### config.mk
export PLATFORM = sky130hd
export DESIGN_NAME = msg_block_buf
export DESIGN_NICKNAME = d
export VERILOG_FILES = /design/src/rtl/msg_block_buf.sv
export SDC_FILE = /design/constraint.sdc
export NUM_CORES = 1
export LEC_CHECK = 0
export ABC_AREA = 1
export ABC_CLOCK_PERIOD_IN_PS = 5600
export BUFFER_PORTS_ARGS = -buffer_cell sky130_fd_sc_hd__buf_2
export CAP_MARGIN = 40
export CORE_AREA = 2 2 260 262
export CTS_CLUSTER_DIAMETER = 150
export DETAILED_ROUTE_END_ITERATION = 6
export DIE_AREA = 0 0 262 264
export PLACE_DENSITY = 0.7
export SETUP_SLACK_MARGIN = 0.3
export SLEW_MARGIN = 20
export SYNTH_ARGS = -nofsm -noshare
export SYNTH_HDL_FRONTEND = slang
export SYNTH_SLANG_ARGS = --single-unit
### constraint.sdc
create_clock -name clk -period 5.6 [get_ports clk]
set_input_delay 0.56 -clock clk [delete_from_list [all_inputs] [get_ports clk]]
set_output_delay 0.56 -clock clk [all_outputs]
set_load 0.02 [all_outputs]
### src/rtl/msg_block_buf.sv
// Message block buffer: collects host bytes into a 64-byte block and offers it
// to the compression core with byte offset counter and first/last flags.

module msg_block_lane (
  input  logic       clk,
  input  logic       nreset,
  input  logic       we,
  input  logic       clr,
  input  logic [7:0] d,
  output logic [7:0] q
);
  always_ff @(posedge clk) begin
    if (!nreset)  q <= '0;
    else if (clr) q <= '0;
    else if (we)  q <= d;
  end
endmodule

module msg_block_buf (
  input  logic         clk,
  input  logic         nreset,
  input  logic         data_v_i,
  input  logic [7:0]   data_i,
  input  logic [5:0]   data_idx_i,
  input  logic         block_first_i,
  input  logic         block_last_i,
  input  logic [5:0]   kk_i,
  input  logic [63:0]  ll_i,
  output logic         ready_v_o,
  output logic         blk_v_o,
  output logic [511:0] blk_o,
  output logic [63:0]  t_o,
  output logic         first_o,
  output logic         last_o,
  input  logic         core_ready_i,
  output logic         err_o
);
  localparam int NUM_BYTES = 64;

  typedef enum logic {FILL, FULL} state_t;

  state_t state_q, state_d;
  logic [NUM_BYTES-1:0][7:0] blk_q;
  logic [63:0] t_q;
  logic        ready_q, blk_v_q, first_q, last_q, err_q;

  // ll mod 64; zero means the last block is a full 64 bytes
  logic [5:0] l_mod;
  logic       ign, wr, done, accept, clr_t;

  assign l_mod  = ll_i[5:0];
  assign ign    = block_last_i && (l_mod != 6'd0) && (data_idx_i >= l_mod);
  assign wr     = data_v_i && (state_q == FILL) && !ign;
  assign done   = wr && ((data_idx_i == 6'd63) ||
                         (block_last_i && (data_idx_i == l_mod - 6'd1)));
  assign accept = (state_q == FULL) && core_ready_i;
  assign clr_t  = wr && block_first_i && (data_idx_i == 6'd0);

  always_ff @(posedge clk) begin
    if (!nreset) state_q <= FILL;
    else         state_q <= state_d;
  end

  always_comb begin
    state_d = state_q;
    case (state_q)
      FILL:    if (done)         state_d = FULL;
      FULL:    if (core_ready_i) state_d = FILL;
      default:                   state_d = FILL;
    endcase
  end

  // handshake outputs are flopped decodes of the next state
  always_ff @(posedge clk) begin
    if (!nreset) begin
      ready_q <= 1'b1;
      blk_v_q <= 1'b0;
    end else begin
      ready_q <= (state_d == FILL);
      blk_v_q <= (state_d == FULL);
    end
  end

  genvar k;
  generate
    for (k = 0; k < NUM_BYTES; k++) begin : g_lane
      msg_block_lane u_lane (
        .clk    (clk),
        .nreset (nreset),
        .we     (wr && (data_idx_i == 6'(k))),
        .clr    (accept),
        .d      (data_i),
        .q      (blk_q[k])
      );
    end
  endgenerate

  // last block reports total length (plus key block); others step by 64
  always_ff @(posedge clk) begin
    if (!nreset) begin
      t_q <= '0;
    end else if (done) begin
      if (block_last_i) t_q <= ll_i + ((kk_i != 6'd0) ? 64'd64 : 64'd0);
      else              t_q <= (clr_t ? 64'd0 : t_q) + 64'd64;
    end else if (clr_t) begin
      t_q <= '0;
    end
  end

  always_ff @(posedge clk) begin
    if (!nreset) begin
      first_q <= 1'b0;
      last_q  <= 1'b0;
      err_q   <= 1'b0;
    end else begin
      if (done) begin
        first_q <= block_first_i;
        last_q  <= block_last_i;
      end
      if (data_v_i && (state_q == FULL)) err_q <= 1'b1;
    end
  end

  assign ready_v_o = ready_q;
  assign blk_v_o   = blk_v_q;
  assign blk_o     = blk_q;
  assign t_o       = t_q;
  assign first_o   = first_q;
  assign last_o    = last_q;
  assign err_o     = err_q;
endmodule

### Word-level counts from Yosys, hierarchy flattened

Cells that the tools add are included.

* input bits: 90
* logic and storage cells: 228
* register bits after elaboration: 581

* add/sub/neg operators: 3
* bitwise operators: 3
* multiplexer cells: 7
* equality and inequality tests: 64
* reduce and logical (&&, ||, !) cells: 80
* $lt $le $gt $ge: 1

Operators by type and width (number)
* 6-bit equality test, second input constant: 32
* 64-bit 2-to-1 mux: 3
* 6-bit by 5-bit equality test with 1-bit output, second input constant: 16
* 1-bit logical AND: 74
* 64-bit by 7-bit adder with 64-bit output: 1
* 64-bit by 7-bit adder with 64-bit output, second input constant: 1
* 6-bit by 4-bit equality test with 1-bit output, second input constant: 8
* 6-bit by 3-bit equality test with 1-bit output, second input constant: 4
* 6-bit by 2-bit equality test with 1-bit output, second input constant: 2
* 6-bit nonzero test: 2
* 7-bit 2-to-1 mux: 1
* 6-bit by 1-bit equality test with 1-bit output, second input constant: 1
* 6-bit equality test: 1
* 6-bit greater-or-equal comparator: 1
* 6-bit zero test: 1
* 6-bit by 1-bit subtractor with 6-bit output, second input constant: 1
* 1-bit inverter: 3
* 1-bit 2-to-1 mux: 2
* 1-bit one-hot mux with 2 select lines: 1
* 2-bit OR reduction: 1
* 1-bit zero test: 1
* 1-bit logical OR: 1

### Depth between registers and ports, before layout

* depth after elaboration: 11
* depth in mapped cells: 28

### By module

Synthesis repeated with hierarchy kept, for this count alone.

* cells, all modules: 3740
* area, all modules: 25670.9 um2

By module, submodules not included
* msg_block_lane: instances 64, area an instance 282.8 um2, cells an instance 36
* msg_block_buf: instances 1, area an instance 7573.5 um2, cells an instance 1436

### Worst setup path before layout

Ideal clock, no wire load.

* kind: input -> register
* from: input port ll_i[4]
* to: register t_q[58] (netlist: t_o[58])
* library setup time: 70 ps
* arrival: 3071 ps
* buffers on the path: 3
* data required time: 5530 ps
* setup slack: 2459 ps
* stages: 24
* cells stage by stage: inv_1 -> ha_1 -> nand2_1 -> nor2_1 -> nand2_1 -> nand2_1 -> nand2_2 -> nand4_4 -> buf_6 -> buf_6 -> buf_2 -> nand2_1 -> inv_1 -> ha_1 -> nand2_1 -> nor2_2 -> nand2_2 -> inv_2 -> nand3_2 -> nor2_1 -> nand3_1 -> nand2_1 -> nand3_1 -> a21oi_1

* longest elaborated chain between the ends: 11
* elaborated cells between the ends (all ways): 18
* classes of those cells: 3 x add/sub; 1 x order compare; 1 x eq/ne; 3 x mux; 10 x reduce/logical

RTL lines
* start: declaration: RTL line 28 `input logic [63:0] ll_i,`
* parallel branches: the longest is 10 deep, another holds 64-bit by 7-bit adder with 64-bit output
* 64-bit 2-to-1 mux *: RTL line 102 `end else if (done) begin`
* end signal: assignment: RTL line 103 `if (block_last_i) t_q <= ll_i + ((kk_i != 6'd0) ? 64'd64 : 64'd0);`
* end signal: assignment: RTL line 104 `else t_q <= (clr_t ? 64'd0 : t_q) + 64'd64;`
* end: declaration: RTL line 44 `logic [63:0] t_q;`

Every way passes the cells marked *.
A chain may end at the register's enable or synchronous reset.

### Worst setup path in the final report

* from: input port data_idx_i[5]
* to: register t_q[6] (netlist: t_o[6])

* longest elaborated chain between the ends: 10
* elaborated cells between the ends (all ways): 16
* classes of those cells: 1 x add/sub; 1 x order compare; 2 x eq/ne; 3 x mux; 9 x reduce/logical

RTL lines
* start: declaration: RTL line 24 `input logic [5:0] data_idx_i,`
* 6-bit greater-or-equal comparator: RTL line 52 `assign ign = block_last_i && (l_mod != 6'd0) && (data_idx_i >= l_mod);`
* 1-bit logical AND: RTL line 52
* 1-bit zero test: RTL line 53 `assign wr = data_v_i && (state_q == FILL) && !ign;`
* 1-bit logical AND: RTL line 53
* 1-bit logical AND (2 in series): RTL line 57 `assign clr_t = wr && block_first_i && (data_idx_i == 6'd0);`
* 64-bit 2-to-1 mux
* 64-bit by 7-bit adder with 64-bit output: RTL line 104
* 64-bit 2-to-1 mux: RTL line 103
* 64-bit 2-to-1 mux *: RTL line 102

Mark *: on every way between the ends. The rest lies on a longest branch, timed or not.

==> impl_metrics.json <==
{
  "crit_path_end_kind": "flop",
  "finClkSkew_ns": 0.0239,
  "synth_area_leaders": "dfxtp_1 45%, a21oi_1 11%, nand2_1 10%",
  "cts_hold_buf": 0,
  "cp_data_required_time_ns": 6.10,
  "wl_um": 111000,
  "fin_crit_ns": 3.75,
  "fin_nets": 4334,
  "clock-sinks": 581,
  "final_common_cell": "nand2_1",
  "pwr-share-clk_pct": 47.9,
  "yosys_warnings": 0,
  "wl_per_cell_um": 21.4,
  "initialDrtViolationCount": 3185,
  "area_growth_pct": 24.0,
  "layout_common_cells": "701 x nand2_1, 670 x buf_2, 581 x dfxtp_1",
  "max_freq_mhz": 267,
  "p_seq_share_pct": 45.5,
  "grtUsageTotal_pct": 30.5,
  "synth_area_um2": 26000,
  "clk_pin_slew_worst_paths_ns": 0.06,
  "die_h_um": 264,
  "hp-class": "primary input to flop",
  "critical_path.startpoint_type": "primary input",
  "crit_type": "primary input to flop",
  "rows": 95,
  "worstMarginPinSlew_ns": 1.01,
  "ctsResizeCount": 0,
  "dp_hpwl_um": 80100,
  "synth_nets": 3789,
  "synth_top_cell_area_share_pct": 44.7,
  "clk_latency_ns": 0.65,
  "pre_cts_slack_ns": 1.29,
  "slew_headroom_pct": 32.4,
  "dieWidth_um": 262,
  "power_density_nw_per_um2": 285,
  "hold_slack_ns": 0.200,
  "status": "complete, no violations",
  "dieArea_um2": 69200,
  "grt_pass1_vias": 25400,
  "synth.yosys.seq_area_share_pct": 44.7,
  "p_leak_nw": 13.9,
  "path_max_fanout": 18,
  "slew_viol_final": 0,
  "grt-ovfl-total": 0,
  "antenna_found_initial": 12,
  "grt_pass1_wl_um": 160000,
  "vias": 27700,
  "drt_pass1_iterations": 6,
  "pin_count": 671,
  "swShare_pct": 25.3,
  "initial_utilization_pct": 39.1,
  "gp_congestion": 1.01,
  "rsz0062_at_grt": "false",
  "yosys.area.top_type": "dfxtp_1",
  "cap_viol_max_count": 0,
  "hold_viol_final": 0,
  "drive_gt1_share_pct": 21.7,
  "nFillCells": 6648,
  "fin_area_um2": 32300,
  "cts_tree": "yes",
  "avgSynthCellArea_um2": 7.05,
  "cts_buffer_depth": 3,
  "share_comb_of_total_power_pct": 6.6,
  "drcViolationCount": 0,
  "crit_arrival_ns": 4.24,
  "final.setup.tns_ns": 0,
  "grt_max_degree": 203,
  "post_dp_cell_area_um2": 30000,
  "port_buffers": 670,
  "cts_root_buffer": "clkbuf_16",
  "synth.distinct_cells": 44,
  "setup_violations": 0,
  "syn_inst": 3689,
  "ys_ff_latch": 581,
  "place_inst": 5043,
  "p_switching_w": 0.00232,
  "ant_nets": 0,
  "coreArea_um2": 66600,
  "via_per_inst": 5.36,
  "min_path_cells": 3,
  "numCtsBuffers": 61,
  "htree_levels": 2,
  "internal_power_w": 0.00686,
  "worst_slack_ns": 1.85,
  "post-cts-setup-buffers": 0,
  "layout.cells.non_filler": 5165,
  "r2r_cells": 8,
  "ir_drop_uv": 269,
  "period_share_pct": 66.9
}
==> cell families (layout without fill, tap and decap cells) <==
| logic type | after synthesis | in the layout | share of synthesized area, % |
|---|---|---|---|
| xor gates and xnor gates | 41 | 41 | 1.38 |
| buffers and inverters | 630 | 1226 | 9.50 |
| adders and majority gates | 10 | 10 | 0.481 |
| DFF | 581 | 581 | 44.7 |
| AOI/OAI and AO/OA | 904 | 904 | 18.0 |
| other | 0 | 7 | 0 |
| and+or+nand+nor | 1523 | 1523 | 26.0 |
==> per-stage QoR <==
| step | utilization [%] | total power, W |
|---|---|---|
| floorplan | - | 0.00459 |
| finish | 48.5 | 0.00919 |
| global placement | 44.9 | 0.00485 |
| detailed placement | 45.1 | 0.00486 |
| CTS | 48.4 | 0.00921 |
| global route | 48.5 | 0.00943 |
==> power groups by stage <==
stage	clock (W)	sequential, W	combinational [W]
4_1_cts	0.00444	0.00418	0.000591
2_1_floorplan	0	0.00429	0.000296
3_3_place_gp	0	0.00427	0.000586
3_5_place_dp	0	0.00427	0.000590
5_1_grt	0.00461	0.00418	0.000642
6_report	0.00440	0.00418	0.000604
==> per-layer routing <==
layer  GRT usage [%]  routed length, um  vias up
met5               0                 31        -
met4            15.0               5820        6
met3            8.76              11300      279
met2            47.0              49200     1352
met1            38.7              44100    12800
li1                -                  -    13200
==> sequential cells by signal (all words and copies together) (netlist names) <==
name             flops
err_o                1
ready_v_o            1
last_o               1
blk_v_o              1
g_lane.u_lane.q    512
t_o                 64
first_o              1
==> worst max-delay path, stage by stage <==
cell,delay (ns)
buf_2,0.24
ha_1,0.29
nand2_1,0.08
inv_1,0.04
a21oi_1,0.13
nand2_1,0.08
nand2_2,0.10
nand2_2,0.18
inv_1,0.47
nand4_1,0.67
nand2_1,0.75
inv_2,0.33
o21ai_0,0.23
a21oi_1,0.06
==> cell usage after synthesis, drive strengths merged <==
master and instances:
a211oi 49, a21oi 560, a31oi 12, a32oi 1, and2 2, and3 1
buf 56, clkbuf 180, clkinv 4, dfxtp 581, ha 10, inv 390
nand2 730, nand3 403, nand3b 1, nand4 40, nor2 291, nor3 34
nor3b 3, nor4 11, o21ai 278, o21bai 1, o221ai 2, o31ai 1
or2 7, xnor2 18, xor2 23
==> worst paths after layout <==
check	to	startpoint	slack, ns
max	t_o[6]$_SDFF_PN0_	data_idx_i[5]	1.85
min	err_o$_SDFFE_PN0P_	data_v_i	0.20
max reg2reg	t_o[6]$_SDFF_PN0_	blk_v_o$_SDFF_PN0_	1.92
min reg2reg	g_lane[42].u_lane.q[2]$_SDFFE_PP0P_	g_lane[42].u_lane.q[2]$_SDFFE_PP0P_	0.44
==> final cells by class <==
type	count	area (um^2)	share of cell area [%]
Clock inverter	29	422	1.31
Inverter	394	1490	4.61
Tap cell	873	1090	3.38
Antenna cell	7	17.5	0.0543
Multi-Input combinational cell	2478	12000	37.2
Sequential cell	581	11600	36.0
Clock buffer	85	1790	5.54
Timing Repair Buffer	718	3840	11.9
Power figures use the tool's default switching activity.
